==> src/rtl/uart_rx_pkg.sv <==
// -----------------------------------------------------------------------------
// uart_rx_pkg
// Shared definitions for the UART receiver control path:
//   - fixed state encoding of the receiver FSM
//   - legal oversampling (prescale) ratios
//   - offset of the checker-enable point relative to the bit midpoint
// No ports; imported with `import uart_rx_pkg::*;`.
// -----------------------------------------------------------------------------
package uart_rx_pkg;

  // State encoding is fixed so that downstream debug/observability logic can
  // decode the raw state value without depending on the enum declaration.
  localparam logic [2:0] ST_IDLE   = 3'd0;
  localparam logic [2:0] ST_START  = 3'd1;
  localparam logic [2:0] ST_DATA   = 3'd2;
  localparam logic [2:0] ST_PARITY = 3'd3;
  localparam logic [2:0] ST_STOP   = 3'd4;
  localparam logic [2:0] ST_VALID  = 3'd5;

  typedef enum logic [2:0] {
    IDLE   = ST_IDLE,
    START  = ST_START,
    DATA   = ST_DATA,
    PARITY = ST_PARITY,
    STOP   = ST_STOP,
    VALID  = ST_VALID
  } rx_state_t;

  // Legal oversampling ratios.
  localparam int unsigned PRESCALE_8  = 8;
  localparam int unsigned PRESCALE_16 = 16;
  localparam int unsigned PRESCALE_32 = 32;

  // The majority sampler votes on edges M-1, M, M+1 (M = prescale/2); its
  // result is registered, so checkers/deserializer are enabled at M+2.
  localparam int unsigned SAMPLE_OFS = 2;

endpackage

==> src/rtl/uart_rx_fsm_if.sv <==
// -----------------------------------------------------------------------------
// uart_rx_fsm_if
// Signal bundle between the UART receiver control FSM and its surroundings.
//   master : the side that drives the line/config/checker flags and consumes
//            the counters and enables (receiver datapath, or a testbench)
//   slave  : the control FSM itself
// Signals:
//   rx_in, prescale, par_en          line and frame configuration
//   strt_glitch, par_err, stp_err    registered checker flags
//   edge_cnt, bit_cnt                oversample / bit position
//   data_samp_en, strt_chk_en, deser_en, par_chk_en, stp_chk_en
//                                    datapath enables
//   data_valid                       one-cycle frame-good pulse
// Optional (macro UART_RX_BREAK_DET_EN): rx_zero_data in, break_det out.
// -----------------------------------------------------------------------------
interface uart_rx_fsm_if #(
  parameter int PRESCALE_W = 6,
  parameter int BIT_CNT_W  = 4
);

  logic                  rx_in;
  logic [PRESCALE_W-1:0] prescale;
  logic                  par_en;
  logic                  strt_glitch;
  logic                  par_err;
  logic                  stp_err;
  logic [PRESCALE_W-1:0] edge_cnt;
  logic [BIT_CNT_W-1:0]  bit_cnt;
  logic                  data_samp_en;
  logic                  strt_chk_en;
  logic                  deser_en;
  logic                  par_chk_en;
  logic                  stp_chk_en;
  logic                  data_valid;
`ifdef UART_RX_BREAK_DET_EN
  logic                  rx_zero_data;
  logic                  break_det;
`endif

  modport master (
    output rx_in, prescale, par_en, strt_glitch, par_err, stp_err,
`ifdef UART_RX_BREAK_DET_EN
    output rx_zero_data,
    input  break_det,
`endif
    input  edge_cnt, bit_cnt, data_samp_en, strt_chk_en, deser_en,
           par_chk_en, stp_chk_en, data_valid
  );

  modport slave (
    input  rx_in, prescale, par_en, strt_glitch, par_err, stp_err,
`ifdef UART_RX_BREAK_DET_EN
    input  rx_zero_data,
    output break_det,
`endif
    output edge_cnt, bit_cnt, data_samp_en, strt_chk_en, deser_en,
           par_chk_en, stp_chk_en, data_valid
  );

endinterface

==> src/rtl/uart_rx_edge_bit_counter.sv <==
// -----------------------------------------------------------------------------
// uart_rx_edge_bit_counter
// Oversample (edge) counter and bit counter of the UART receiver.
//   clk, rst  clock, synchronous active-high reset
//   clr       force both counters to 0
//   load1     restart a frame whose start-bit edge 0 has already elapsed:
//             edge_cnt = 1, bit_cnt = 0
//   en        advance edge_cnt; on wrap (edge_cnt == last) go to 0 and
//             increment bit_cnt
//   last      final oversample index of a bit (prescale - 1)
//   edge_cnt  current oversample index within the bit
//   bit_cnt   current bit index within the frame
//   at_last   edge_cnt == last (combinational)
// Priority: rst > load1 > clr > en.
// -----------------------------------------------------------------------------
module uart_rx_edge_bit_counter
  import uart_rx_pkg::*;
#(
  parameter int PRESCALE_W = 6,
  parameter int BIT_CNT_W  = 4
) (
  input  logic                  clk,
  input  logic                  rst,
  input  logic                  clr,
  input  logic                  load1,
  input  logic                  en,
  input  logic [PRESCALE_W-1:0] last,
  output logic [PRESCALE_W-1:0] edge_cnt,
  output logic [BIT_CNT_W-1:0]  bit_cnt,
  output logic                  at_last
);

  assign at_last = (edge_cnt == last);

  always_ff @(posedge clk) begin
    if (rst) begin
      edge_cnt <= '0;
      bit_cnt  <= '0;
    end else if (load1) begin
      edge_cnt <= PRESCALE_W'(1);
      bit_cnt  <= '0;
    end else if (clr) begin
      edge_cnt <= '0;
      bit_cnt  <= '0;
    end else if (en) begin
      if (at_last) begin
        edge_cnt <= '0;
        bit_cnt  <= bit_cnt + BIT_CNT_W'(1);
      end else begin
        edge_cnt <= edge_cnt + PRESCALE_W'(1);
      end
    end
  end

endmodule

==> src/rtl/uart_rx_fsm.sv <==
// -----------------------------------------------------------------------------
// uart_rx_fsm
// Control FSM of the UART receiver. Detects the start of a frame, owns the
// oversample/bit counters, sequences the sampler, checker and deserializer
// enables, and pulses data_valid for one cycle when a frame ends cleanly.
//
// Parameters:
//   DATA_WIDTH  data bits per frame
//   PRESCALE_W  width of prescale/edge_cnt (legal prescale 8, 16, 32)
//   BIT_CNT_W   bit counter width, must hold DATA_WIDTH+2
// Ports:
//   clk   receiver oversampling clock
//   rst   synchronous active-high reset (wins over everything)
//   bus   uart_rx_fsm_if.slave: rx_in, prescale, par_en, strt_glitch,
//         par_err, stp_err in; edge_cnt, bit_cnt, data_samp_en, strt_chk_en,
//         deser_en, par_chk_en, stp_chk_en, data_valid out
// Optional feature, macro UART_RX_BREAK_DET_EN: adds rx_zero_data/break_det.
// A stop error on an all-zero byte pulses break_det and holds the FSM in IDLE
// until rx_in has been high for prescale consecutive cycles.
//
// All enables are registered: each is set one cycle ahead (edge M+1) so that
// it is high exactly while edge_cnt == M+2.
// -----------------------------------------------------------------------------
module uart_rx_fsm
  import uart_rx_pkg::*;
#(
  parameter int DATA_WIDTH = 8,
  parameter int PRESCALE_W = 6,
  parameter int BIT_CNT_W  = 4
) (
  input  logic         clk,
  input  logic         rst,
  uart_rx_fsm_if.slave bus
);

  rx_state_t             state;
  logic [PRESCALE_W-1:0] prescale_q;
  logic                  par_en_q;
  logic                  frame_err;

  logic [PRESCALE_W-1:0] last;
  logic [PRESCALE_W-1:0] pre_pt;
  logic [PRESCALE_W-1:0] edge_cnt;
  logic [BIT_CNT_W-1:0]  bit_cnt;
  logic                  at_last;
  logic                  at_pre;
  logic                  last_data;
  logic                  run;
  logic                  frame_end;
  logic                  cnt_clr;
  logic                  cnt_load1;
  logic                  start_ok;

  logic                  data_samp_en;
  logic                  strt_chk_en;
  logic                  deser_en;
  logic                  par_chk_en;
  logic                  stp_chk_en;
  logic                  data_valid;

`ifdef UART_RX_BREAK_DET_EN
  logic                  break_det;
  logic                  brk_hold;
  logic [PRESCALE_W-1:0] brk_cnt;
`endif

  // Bit timing derived from the prescale latched at frame start.
  assign last      = prescale_q - PRESCALE_W'(1);
  assign pre_pt    = (prescale_q >> 1) + PRESCALE_W'(SAMPLE_OFS - 1);
  assign at_pre    = (edge_cnt == pre_pt);
  assign last_data = (bit_cnt == BIT_CNT_W'(DATA_WIDTH));

  assign run = (state == START) || (state == DATA) ||
               (state == PARITY) || (state == STOP);

  // Frame ends at the last edge of STOP, or of START on a false start. The
  // counters are cleared in the same cycle so that IDLE/VALID see them at 0.
  assign frame_end = at_last &&
                     ((state == STOP) || ((state == START) && bus.strt_glitch));
  assign cnt_clr   = !run || frame_end;

  // In VALID the low line is already edge 0 of the next start bit, so the
  // next START resumes at edge 1 and back-to-back frames lose no cycle.
  assign cnt_load1 = (state == VALID) && !bus.rx_in;

`ifdef UART_RX_BREAK_DET_EN
  assign start_ok      = !brk_hold && !bus.rx_in;
  assign bus.break_det = break_det;
`else
  assign start_ok = !bus.rx_in;
`endif

  uart_rx_edge_bit_counter #(
    .PRESCALE_W (PRESCALE_W),
    .BIT_CNT_W  (BIT_CNT_W)
  ) u_cnt (
    .clk      (clk),
    .rst      (rst),
    .clr      (cnt_clr),
    .load1    (cnt_load1),
    .en       (run),
    .last     (last),
    .edge_cnt (edge_cnt),
    .bit_cnt  (bit_cnt),
    .at_last  (at_last)
  );

  assign bus.edge_cnt     = edge_cnt;
  assign bus.bit_cnt      = bit_cnt;
  assign bus.data_samp_en = data_samp_en;
  assign bus.strt_chk_en  = strt_chk_en;
  assign bus.deser_en     = deser_en;
  assign bus.par_chk_en   = par_chk_en;
  assign bus.stp_chk_en   = stp_chk_en;
  assign bus.data_valid   = data_valid;

  always_ff @(posedge clk) begin
    if (rst) begin
      state        <= IDLE;
      prescale_q   <= PRESCALE_W'(PRESCALE_16);
      par_en_q     <= 1'b0;
      frame_err    <= 1'b0;
      data_samp_en <= 1'b0;
      strt_chk_en  <= 1'b0;
      deser_en     <= 1'b0;
      par_chk_en   <= 1'b0;
      stp_chk_en   <= 1'b0;
      data_valid   <= 1'b0;
`ifdef UART_RX_BREAK_DET_EN
      break_det    <= 1'b0;
      brk_hold     <= 1'b0;
      brk_cnt      <= '0;
`endif
    end else begin
      // Single-cycle pulses default low.
      strt_chk_en <= 1'b0;
      deser_en    <= 1'b0;
      par_chk_en  <= 1'b0;
      stp_chk_en  <= 1'b0;
      data_valid  <= 1'b0;
`ifdef UART_RX_BREAK_DET_EN
      break_det   <= 1'b0;
`endif

      case (state)
        IDLE: begin
`ifdef UART_RX_BREAK_DET_EN
          // After a break, wait for a full bit time of idle-high line.
          if (brk_hold) begin
            if (!bus.rx_in) begin
              brk_cnt <= '0;
            end else if (brk_cnt == last) begin
              brk_hold <= 1'b0;
              brk_cnt  <= '0;
            end else begin
              brk_cnt <= brk_cnt + PRESCALE_W'(1);
            end
          end
`endif
          if (start_ok) begin
            state        <= START;
            prescale_q   <= bus.prescale;
            par_en_q     <= bus.par_en;
            frame_err    <= 1'b0;
            data_samp_en <= 1'b1;
          end
        end

        START: begin
          strt_chk_en <= at_pre;
          if (at_last) begin
            if (bus.strt_glitch) begin
              state        <= IDLE;
              data_samp_en <= 1'b0;
            end else begin
              state <= DATA;
            end
          end
        end

        DATA: begin
          deser_en <= at_pre;
          if (at_last && last_data) begin
            state <= par_en_q ? PARITY : STOP;
          end
        end

        PARITY: begin
          par_chk_en <= at_pre;
          if (at_last) begin
            // Parity failure does not abort the frame; it only vetoes VALID.
            frame_err <= frame_err | bus.par_err;
            state     <= STOP;
          end
        end

        STOP: begin
          stp_chk_en <= at_pre;
          if (at_last) begin
            data_samp_en <= 1'b0;
            if (!bus.stp_err && !frame_err) begin
              state      <= VALID;
              data_valid <= 1'b1;
            end else begin
              state <= IDLE;
`ifdef UART_RX_BREAK_DET_EN
              if (bus.stp_err && bus.rx_zero_data) begin
                break_det <= 1'b1;
                brk_hold  <= 1'b1;
                brk_cnt   <= '0;
              end
`endif
            end
          end
        end

        VALID: begin
          if (!bus.rx_in) begin
            state        <= START;
            frame_err    <= 1'b0;
            data_samp_en <= 1'b1;
          end else begin
            state <= IDLE;
          end
        end

        default: begin
          state        <= IDLE;
          data_samp_en <= 1'b0;
        end
      endcase
    end
  end

endmodule

==> src/flat_wrapper.sv <==
// flat-port wrapper written by rule: the top's interface ports become plain ports
module uart_rx_fsm_flat import uart_rx_pkg::*;
#(
  parameter int DATA_WIDTH = 8,
  parameter int PRESCALE_W = 6,
  parameter int BIT_CNT_W  = 4
)
  (clk, rst, bus_rx_in, bus_prescale, bus_par_en, bus_strt_glitch, bus_par_err, bus_stp_err, bus_edge_cnt, bus_bit_cnt, bus_data_samp_en, bus_strt_chk_en, bus_deser_en, bus_par_chk_en, bus_stp_chk_en, bus_data_valid);
  uart_rx_fsm_if #(.PRESCALE_W(PRESCALE_W), .BIT_CNT_W(BIT_CNT_W)) bus_i ();
  input  logic clk;
  input  logic rst;
  input wire logic [$bits(bus_i.rx_in)-1:0] bus_rx_in;
  input wire logic [$bits(bus_i.prescale)-1:0] bus_prescale;
  input wire logic [$bits(bus_i.par_en)-1:0] bus_par_en;
  input wire logic [$bits(bus_i.strt_glitch)-1:0] bus_strt_glitch;
  input wire logic [$bits(bus_i.par_err)-1:0] bus_par_err;
  input wire logic [$bits(bus_i.stp_err)-1:0] bus_stp_err;
  output wire logic [$bits(bus_i.edge_cnt)-1:0] bus_edge_cnt;
  output wire logic [$bits(bus_i.bit_cnt)-1:0] bus_bit_cnt;
  output wire logic [$bits(bus_i.data_samp_en)-1:0] bus_data_samp_en;
  output wire logic [$bits(bus_i.strt_chk_en)-1:0] bus_strt_chk_en;
  output wire logic [$bits(bus_i.deser_en)-1:0] bus_deser_en;
  output wire logic [$bits(bus_i.par_chk_en)-1:0] bus_par_chk_en;
  output wire logic [$bits(bus_i.stp_chk_en)-1:0] bus_stp_chk_en;
  output wire logic [$bits(bus_i.data_valid)-1:0] bus_data_valid;
  assign bus_i.rx_in = bus_rx_in;
  assign bus_i.prescale = bus_prescale;
  assign bus_i.par_en = bus_par_en;
  assign bus_i.strt_glitch = bus_strt_glitch;
  assign bus_i.par_err = bus_par_err;
  assign bus_i.stp_err = bus_stp_err;
  assign bus_edge_cnt = bus_i.edge_cnt;
  assign bus_bit_cnt = bus_i.bit_cnt;
  assign bus_data_samp_en = bus_i.data_samp_en;
  assign bus_strt_chk_en = bus_i.strt_chk_en;
  assign bus_deser_en = bus_i.deser_en;
  assign bus_par_chk_en = bus_i.par_chk_en;
  assign bus_stp_chk_en = bus_i.stp_chk_en;
  assign bus_data_valid = bus_i.data_valid;
  uart_rx_fsm #(.DATA_WIDTH(DATA_WIDTH), .PRESCALE_W(PRESCALE_W), .BIT_CNT_W(BIT_CNT_W)) u_core (.clk(clk), .rst(rst), .bus(bus_i));
endmodule
==> config.mk <==
export PLATFORM = sky130hd
export DESIGN_NAME = uart_rx_fsm_flat
export DESIGN_NICKNAME = d
export VERILOG_FILES = /design/src/rtl/uart_rx_pkg.sv /design/src/rtl/uart_rx_fsm_if.sv /design/src/rtl/uart_rx_edge_bit_counter.sv /design/src/rtl/uart_rx_fsm.sv /design/src/flat_wrapper.sv
export SDC_FILE = /design/constraint.sdc
export NUM_CORES = 1
export LEC_CHECK = 0
export BUFFER_PORTS_ARGS = -buffer_cell sky130_fd_sc_hd__buf_2
export CAP_MARGIN = 15
export CELL_PAD_IN_SITES_DETAIL_PLACEMENT = 1
export CELL_PAD_IN_SITES_GLOBAL_PLACEMENT = 1
export CORE_MARGIN = 1.5
export CORE_UTILIZATION = 36
export CTS_CLUSTER_DIAMETER = 100
export DETAILED_ROUTE_END_ITERATION = 6
export PLACE_DENSITY_LB_ADDON = 0.25
export SETUP_SLACK_MARGIN = 0.5
export SLEW_MARGIN = 25
export SYNTH_ARGS = -nofsm -noshare
export SYNTH_HDL_FRONTEND = slang
export SYNTH_SLANG_ARGS = --single-unit
==> constraint.sdc <==
create_clock -name clk -period 1.9 [get_ports clk]
set_input_delay 0.38 -clock clk [delete_from_list [all_inputs] [get_ports clk]]
set_output_delay 0.38 -clock clk [all_outputs]
set_load 0.02 [all_outputs]
==> summary.txt, run 1 <==
Setup path
  • CP top delay family: simple AND/OR/NAND/NOR gates
  • Crit-path max cell delay: 0.38 ns
  • CP Buf/Inv Count: 3
  • Cell Chain, Critical Path: buf_12, buf_4, nor2b_2, xnor2_1, nand4_2, nor3_4, buf_6, mux2i_1, nor2_1
  • FF-to-FF End: u_core.u_cnt.bit_cnt[0]
  • Setup crit start kind: flop
  • R2R setup slack: -0.15 ns
  • WP data arrival: 2.23 ns
  • Required time worst endpoint: 2.08 ns
  • Critical path class: flop to flop
  • Slowest CP cell: dfxtp_4
  • R2r startpoint: u_core.prescale_q[0]
  • Worst Setup End Kind: flop
  • R2R depth: 9
  • Crit path max fanout: 7

Pwr
  • Power per cell area: 722.4 mW/mm^2
  • Psw: 628.5 uW
  • Gate power share: 39.9%
  • Internal power: 1070 uW
  • Seq pwr share: 39.4%
  • Worst vdd ir: 0.3658 mV
  • Static Leak: 0.0009655 uW
  • Clock share of power: 20.7%
  • Sw frac: 37.00%

STA
  • RSZ-0062 raised after global routing: true
  • Slew @ Worst Pin: 0.4029 ns
  • Slew Viols, Final: 0
  • Tmin final: 2.047 ns
  • Final Setup Violations: 15
  • Tcrit/Tclk final: 107.8%
  • Layout Skew: 0.006195 ns
  • Final hold violations: 0
  • Final setup margin: -0.1475 ns
  • Headroom to the max-slew limit: 73.10%
  • Peak Freq: 0.4884 GHz

Clock network
  • Sink Count: 27
  • H-Tree Depth: 1
  • Clk_lat worst skew: 0.28 ns
  • Post-CTS Hold Buffers: 0
  • Clk buf depth: 2
  • Clock root buffer: clkbuf_8
  • CTS tree: yes
  • Clock transition at path regs: 0.10 ns
  • Num CTS Buffers: 3

Cells and area
  • # diodes: 0
  • Design Area, Final: 0.002351 sq mm
  • Layout cell share with drive strength beyond 1: 47.01%
  • Layout area overhead: 42.89%
  • Final std cells w/o fill: 303
  • # nets final: 271

Die
  • Initial Util: 37.53%
  • Die width: 70.61 um
  • Die area: 0.004985 sq mm
  • Core area: 0.004384 sq mm
  • Top Ports: 29
  • Height of the die: 70.61 um
  • Row count: 24

Synth
  • Syn_area_per_cell: 8.438 sq um
  • Top cells by count, synth: dfxtp_1, nand2_1, a21oi_1
  • Syn nets: 214
  • Synth top area share: 32.85%
  • Asr flop ratio synth: 0%
  • Ranking of synthesized cells by area: dfxtp_1, xnor2_1, a21oi_1
  • Synth cell types: 51
  • Main synth FF type: dfxtp_1
  • EDFF count, synth: 0
  • Synth area leader: dfxtp_1
  • Post-synthesis cell count: 195
  • Most common cell in the synthesized netlist: dfxtp_1
  • Sequential cell area fraction in the yosys report: 32.85%
  • Seq cells post-synth: 27
  • Yosys warns: 0
  • Syn Std Cell Area: 0.001645 sq mm

Route
  • Mean number of vias per cell: 5.221
  • DR vias: 1582
  • Drc violations: 0
  • DRT antenna net count: 0
  • WL/cell: 16.41 um
  • Post-Route WL: 4971 um
  • Pre-antenna DRT Iters: 3
  • Number of DRC markers in iteration 0: 106

Place
  • Post-DP HPWL: 3350 um
  • Placed Instances: 287
  • Placed cell area: 0.001996 sq mm
  • PortBufs: 28
  • Gp weighted congestion: 0.8018

Run status
  • Failing checks: setup timing
  • Status: finished with violations

Global route
  • Largest net degree at the start of global routing: 18
  • Initial antenna violation count: 0
  • GRT overflow: 0
  • Vias in the first global route: 1638
  • Total GRT Usage: 19.51%
  • First-pass GRT wire length: 7838 um

Hold path
  • Hold Startpoint: bus_prescale[3]
  • Worst hold stages: 3
  • Hold Path End: u_core.prescale_q[3]
  • Worst min path class: primary input to flop

Flow run
  • Max_cap viols: 0
==> worst reg2reg max path, cell delays in order (launching register included) <==
cell     delay (ns)
dfxtp_4        0.38
buf_12         0.13
buf_4          0.14
nor2b_2        0.17
xnor2_1        0.18
nand4_2        0.17
nor3_4         0.36
buf_6          0.18
mux2i_1        0.18
nor2_1         0.06
==> layer usage <==
metal  up-vias  wire (um)  share of wire (%)  track usage, %
li1        783          -                  -               -
met1       768       2097                 42           24.49
met2        23       2674                 54           35.22
met3         8        116                2.3           3.134
met4         0         82                1.6           4.403
met5         -          0                  0               0
==> cells by family after synthesis <==
family,count (synthesis),share of synthesized area (%)
compound gates,38,17.34
xor+xnor,19,10.11
fa+ha+maj,6,4.563
buf+inv,21,6.387
flops,27,32.85
mux,1,0.6084
simple gates,83,28.14
==> flip-flops by register name, summed over array words and instances (netlist names) <==
name and count:
u_core.prescale_q 6, u_core.u_cnt.edge_cnt 6, u_core.u_cnt.bit_cnt 4, u_core.state 3
u_core.bus.data_samp_en 1, u_core.bus.data_valid 1, u_core.bus.deser_en 1, u_core.bus.par_chk_en 1
u_core.bus.stp_chk_en 1, u_core.bus.strt_chk_en 1, u_core.frame_err 1, u_core.par_en_q 1
==> cell usage in the layout, fill, tap and decap left out, types with 2 or more instances in the layout <==
cell type   n
dfxtp_2     5
a21oi_1    14
buf_4      26
buf_6       6
xor2_1      6
nand2_1    23
nor2_2      5
ha_4        2
dfxtp_4     3
nor3_4      4
inv_1       9
nor3_1      4
nand2b_1    4
nor2b_2     2
nand3_1     3
o41ai_4     2
dfxtp_1    19
nand4_1     4
inv_4       3
nand3b_1    2
ha_1        3
buf_2      28
xnor2_1    11
a21oi_2     5
nor2b_1     2
nor2_1     12
clkbuf_8    3
o21ai_0     3
==> area by class of cell <==
class | instances | area [sq um]
Fill cell | 525 | 2033
Multi-Input combinational cell | 147 | 1207
Sequential cell | 27 | 558.0
Timing Repair Buffer | 61 | 422.9
Tap cell | 52 | 65.06
Inverter | 12 | 50.05
Clock buffer | 3 | 41.29
Clock inverter | 1 | 6.256
==> power groups by stage <==
stage / logic [uW] / clock network (uW) / registers [uW]
2_1_floorplan: 378 / 0 / 665
3_3_place_gp: 526 / 0 / 675
3_5_place_dp: 539 / 0 / 677
4_1_cts: 597 / 371 / 664
5_1_grt: 740 / 388 / 675
6_report: 678 / 351 / 669
==> worst max-delay path by stage <==
stage,start,endpoint,slack [ns],depth (start not counted)
3_5_place_dp,u_core.prescale_q[1],u_core.u_cnt.bit_cnt[0],-0.06,9
5_1_grt,u_core.prescale_q[0],u_core.u_cnt.edge_cnt[4],-0.20,9
2_1_floorplan,u_core.prescale_q[1],u_core.state[1],0.06,9
6_report,u_core.prescale_q[0],u_core.u_cnt.bit_cnt[0],-0.15,9
3_3_place_gp,u_core.prescale_q[1],u_core.state[1],0.01,9
4_1_cts,u_core.prescale_q[0],u_core.state[1],-0.03,8
==> per-stage QoR <==
| stage | setup slack, ns | hold slack (ns) | total power (uW) | util, % | setup TNS [ns] |
|---|---|---|---|---|---|
| after detailed placement | -0.05784 | 0.4872 | 1217 | 45.52 | -0.4207 |
| after global placement | 0.01295 | 0.4771 | 1201 | 45.52 | 0 |
| final | -0.1475 | 0.3155 | 1698 | 53.62 | -1.661 |
| after global routing | -0.2028 | 0.3330 | 1803 | 53.62 | -2.365 |
| after CTS | -0.02782 | 0.3161 | 1633 | 49.26 | -0.1241 |
| after floorplan | 0.05955 | 0.4449 | 1043 | - | 0 |
==> timing repair <==
action / in CTS / in global routing
setup buffers: 5 / 7
pin swaps: 18 / 15
gates resized for setup: 17 / 30
endpoints found under the setup margin: 28 / 32
Note: power is estimated with default switching activity, not from simulation.
==> run 2, diff against run 1 <==
--- a/config.mk
+++ b/config.mk
@@ -14,7 +14,7 @@
 export CTS_CLUSTER_DIAMETER = 100
 export DETAILED_ROUTE_END_ITERATION = 6
 export PLACE_DENSITY_LB_ADDON = 0.25
-export SETUP_SLACK_MARGIN = 0.5
+export SETUP_SLACK_MARGIN = 0.05
 export SLEW_MARGIN = 25
 export SYNTH_ARGS = -nofsm -noshare
 export SYNTH_HDL_FRONTEND = slang
==> constraint.sdc (replaced) <==
create_clock -name clk -period 2.6 [get_ports clk]
set_input_delay 0.52 -clock clk [delete_from_list [all_inputs] [get_ports clk]]
set_output_delay 0.52 -clock clk [all_outputs]
set_load 0.02 [all_outputs]
==> run 2 against run 1 <==
Net effect: the flow now finishes without violations; combinational power decreased by 51%; die area unchanged; wire length decreased by 23%; worst hold slack improved by 0.16 ns; core utilization decreased by 11 points; register-to-register slack improved by 0.47 ns; clock skew increased by 0.0010 ns; cell count decreased by 9.6%.
==> summary.txt, run 2 (synthesis gave the netlist of run 1 again) <==
Run status
  • Status: finished clean

STA
  • Final hold violations: 0
  • Slew @ Worst Pin: 0.4646 ns
  • Tcrit/Tclk final: 87.66%
  • Peak Freq: 0.4387 GHz
  • Final Setup Violations: 0
  • RSZ-0062 raised after global routing: false
  • Slew Viols, Final: 0
  • Hold_ws: 0.4779 ns
  • Headroom to the max-slew limit: 69.02%
  • Tmin final: 2.279 ns
  • TNS Setup: 0 ns
  • Layout Skew: 0.007239 ns

Setup path
  • Worst Setup End Kind: flop
  • CP Buf/Inv Count: 2
  • Cell Chain, Critical Path: inv_1, ha_1, nor2b_1, o311a_4, nor3_4, buf_4, mux2i_1, nor2_1
  • WP data arrival: 2.44 ns
  • CP top delay family: simple AND/OR/NAND/NOR gates
  • Crit-path max cell delay: 0.43 ns
  • Critical path class: flop to flop
  • Setup crit start kind: flop
  • Slowest CP cell: dfxtp_1
  • Crit path max fanout: 8
  • Required time worst endpoint: 2.76 ns

Route
  • Pre-antenna DRT Iters: 4
  • Drc violations: 0
  • DR vias: 1446
  • WL/cell: 13.88 um
  • Mean number of vias per cell: 5.277
  • DRT antenna net count: 0
  • Number of DRC markers in iteration 0: 43
  • Post-Route WL: 3804 um

Clock network
  • Post-CTS Setup Bufs: 0
  • Clk_lat worst skew: 0.27 ns
  • Clk buf depth: 2
  • Clock transition at path regs: 0.09 ns
  • Num CTS Buffers: 3
  • Post-cts resize count: 0
  • H-Tree Depth: 1
  • CTS tree: yes
  • Post-CTS Hold Buffers: 0
  • Clock root buffer: clkbuf_8
  • Sink Count: 27

Global route
  • Largest net degree at the start of global routing: 19
  • Initial antenna violation count: 0
  • GRT overflow: 0
  • Vias in the first global route: 1415
  • First-pass GRT wire length: 6686 um
  • Total GRT Usage: 16.13%

Cells and area
  • Most frequent cells in the layout: buf_2, dfxtp_1, nand2_1
  • Layout area overhead: 13.46%
  • Biggest regs: u_core.prescale_q: 6 flops, u_core.u_cnt.edge_cnt: 6 flops, u_core.u_cnt.bit_cnt: 4 flops
  • # diodes: 0
  • Most common cell after layout, fill and taps aside: buf_2
  • Layout cell share with drive strength beyond 1: 24.32%
  • # nets final: 242

Die
  • Height of the die: 70.61 um
  • Core area: 0.004384 sq mm
  • Initial Util: 37.53%
  • Top Ports: 29
  • Die area: 0.004985 sq mm
  • Row count: 24
  • Die width: 70.61 um

Pwr
  • Worst vdd ir: 0.2357 mV
  • Power per cell area: 559.8 mW/mm^2
  • Final Total Pwr: 1045 uW
  • Static Leak: 0.0007548 uW

Place
  • PortBufs: 28
  • Post-DP HPWL: 2925 um
  • Gp weighted congestion: 0.7932

Flow run
  • Max_cap viols: 0

Hold path
  • Worst min path class: primary input to flop
run 2: path summary, 6_finish.rpt:
| check | startpoint | end | slack, ns | depth (start not counted) |
|---|---|---|---|---|
| max | u_core.prescale_q[1] | u_core.u_cnt.bit_cnt[0] | 0.32 | 8 |
| min | bus_prescale[4] | u_core.prescale_q[4] | 0.48 | 3 |
| max reg2reg | u_core.prescale_q[1] | u_core.u_cnt.bit_cnt[0] | 0.32 | 8 |
| min reg2reg | u_core.par_en_q | u_core.par_en_q | 0.50 | 2 |
run 2: per-layer routing:
| layer | track usage, % | share of wire (%) |
|---|---|---|
| met1 | 22.43 | 49 |
| met2 | 27.04 | 49 |
| met3 | 2.279 | 2.0 |
| met4 | 3.145 | 0.68 |
| met5 | 0 | 0 |
run 2: cell type report:
type	count	area, sq um
clock buffer	3	41.29
fill	549	2517
clock inverter	1	5.005
tap	52	65.06
multi-input combinational	147	999.7
inverter	12	45.04
timing repair buffer	32	170.2
sequential	27	540.5
run 2: worst min-delay path, cell delays in order:
cell and delay (ns):
buf_2 0.08, nand2_1 0.04, nand3b_1 0.07
run 2: power breakdown:
group	switching, uW	internal [uW]	leakage, uW
registers	41.3	441	0.000220
logic	194	136	0.000510
clock network	126	107	0.0000255
run 2: metrics by stage:
step                      area, sq um  setup WS [ns]  instances  util (%)
after floorplan                  1645         0.5873        195         -
after global placement           1821         0.4047        270     41.52
after detailed placement         1821         0.3361        270     41.52
after CTS                        1867         0.3201        274     42.58
after global routing             1867         0.1858        274     42.58
final                            1867         0.3207        274     42.58
==> run 3, diff against run 2 <==
==> constraint.sdc (replaced) <==
create_clock -name clk -period 2.31 [get_ports clk]
set_input_delay 0.462 -clock clk [delete_from_list [all_inputs] [get_ports clk]]
set_output_delay 0.462 -clock clk [all_outputs]
set_load 0.02 [all_outputs]
==> run 3 against run 2 <==
Net effect: critical path depth rose by 1; clock skew increased by 0.0033 ns; maximum frequency grew 12%; clock-buffer cell count unchanged; via count increased by 1.1%; non-clock buffer count grew 7; largest cell class unchanged.
==> summary.txt, run 3 (synthesis gave the netlist of run 1 again) <==
Run status
  • Status: finished clean

Hold path
  • Hold Path End: u_core.prescale_q[4]
  • Worst min path class: primary input to flop
  • Hold Startpoint: bus_prescale[4]
  • Worst hold stages: 3

Route
  • Drc violations: 0
  • Post-Route WL: 3927 um
  • DRT met1 WL: 1861 um
  • DR WL met3: 73 um
  • Mean number of vias per cell: 5.203
  • Top Metal Used: met4
  • Pre-antenna DRT Iters: 4
  • DRT antenna net count: 0
  • WL met2: 1936 um
  • Number of DRC markers in iteration 0: 15
  • WL/cell: 13.98 um
  • DR vias: 1462

Cells and area
  • Layout cell share with drive strength beyond 1: 26.64%
  • Biggest regs: u_core.prescale_q: 6 flops, u_core.u_cnt.edge_cnt: 6 flops, u_core.u_cnt.bit_cnt: 4 flops
  • Most frequent cells in the layout: buf_2, dfxtp_1, nand2_1
  • # diodes: 0
  • Layout area overhead: 16.81%
  • # nets final: 249
  • Most common cell after layout, fill and taps aside: buf_2

STA
  • Final setup margin: 0.2751 ns
  • Tcrit/Tclk final: 88.09%
  • Slew @ Worst Pin: 0.4246 ns
  • Headroom to the max-slew limit: 70.96%
  • TNS Setup: 0 ns
  • Peak Freq: 0.4914 GHz
  • RSZ-0062 raised after global routing: false
  • Tmin final: 2.035 ns
  • Layout Skew: 0.01054 ns
  • Final Setup Violations: 0
  • Final hold violations: 0
  • Slew Viols, Final: 0

Pwr
  • Power per cell area: 632.2 mW/mm^2
  • Static Leak: 0.0007903 uW
  • Worst vdd ir: 0.2818 mV

Place
  • Post-DP HPWL: 3047 um
  • Place WS: 0.1693 ns
  • PortBufs: 28
  • Gp weighted congestion: 0.8136

Global route
  • GRT overflow: 0
  • Largest net degree at the start of global routing: 18
  • Vias in the first global route: 1443
  • Initial antenna violation count: 0
  • Total GRT Usage: 16.62%
  • First-pass GRT wire length: 6762 um

Clock network
  • Sink Count: 27
  • Clk buf depth: 2
  • Clock root buffer: clkbuf_8
  • Post-cts resize count: 0
  • Num CTS Buffers: 3
  • Clock transition at path regs: 0.10 ns
  • Clk_lat worst skew: 0.28 ns
  • CTS tree: yes
  • H-Tree Depth: 1

Setup path
  • Cell Chain, Critical Path: inv_1, ha_1, and3b_1, o21ai_1, o311a_4, nor3_4, buf_4, o41a_1, a211oi_2
  • Crit-path max cell delay: 0.34 ns
  • Setup crit start kind: flop
  • Worst Setup End Kind: flop
  • Critical path class: flop to flop
  • Slowest CP cell: dfxtp_1
  • R2R setup slack: 0.28 ns
  • R2R depth: 9
  • WP data arrival: 2.25 ns
  • Required time worst endpoint: 2.53 ns
  • FF-to-FF End: u_core.state[2]
  • R2r startpoint: u_core.prescale_q[1]
  • Crit path max fanout: 5

Die
  • Height of the die: 70.61 um
  • Die width: 70.61 um
  • Row count: 24
  • Initial Util: 37.53%
  • Die area: 0.004985 sq mm
  • Core area: 0.004384 sq mm
  • Top Ports: 29

Flow run
  • Max_cap viols: 0
==> run 3: stage by stage <==
step	hold WS, ns	instances	instance area [sq um]	utilization (%)	total power, uW
floorplan	0.4449	195	1645	-	836.0
global placement	0.4641	275	1858	42.38	940.7
detailed placement	0.4789	275	1858	42.38	946.3
CTS	0.3810	279	1907	43.49	1236
global route	0.3875	281	1922	43.84	1303
finish	0.3870	281	1922	43.84	1215
==> run 3: layout make-up <==
class / count / area [sq um]
well taps: 52 / 65.06
clock inverters: 1 / 7.507
clock buffers: 3 / 41.29
repair buffers: 39 / 222.7
flip-flops and latches: 27 / 540.5
inverters: 12 / 45.04
multi-input cells: 147 / 999.7
fillers: 549 / 2462
==> run 3: metal layers <==
metal | vias up | global-route usage (%)
li1 | 738 | -
met1 | 705 | 21.58
met2 | 14 | 28.93
met3 | 5 | 2.137
met4 | 0 | 5.031
met5 | - | 0
==> run 3: report_power, final <==
group	internal (uW)	total, uW	switching [uW]
logic	168	396	228
registers	496	536	40.0
clock network	123	283	160
total	787	1210	428
==> run 3: critical path: cells and delay by family, from the launching register on <==
family	cells	cell delay, ns
and+or+nand+nor	2	0.27
AOI/OAI and AO/OA	4	0.89
DFF	1	0.34
adders and majority gates	1	0.25
buffers and inverters	2	0.22
==> run 3: what timing repair did <==
| action | CTS | global route |
|---|---|---|
| hold buffers | 0 | 0 |
| endpoints found under the setup margin | 0 | 8 |
| setup buffers | 0 | 2 |
==> run 3: worst max path at each step <==
| stage | startpoint | endpoint |
|---|---|---|
| floorplan | u_core.prescale_q[0] | u_core.state[1] |
| global placement | u_core.prescale_q[1] | u_core.u_cnt.bit_cnt[0] |
| detailed placement | u_core.prescale_q[1] | u_core.u_cnt.bit_cnt[0] |
| CTS | u_core.prescale_q[1] | u_core.u_cnt.bit_cnt[0] |
| global route | u_core.prescale_q[1] | u_core.u_cnt.edge_cnt[0] |
| finish | u_core.prescale_q[1] | u_core.state[2] |
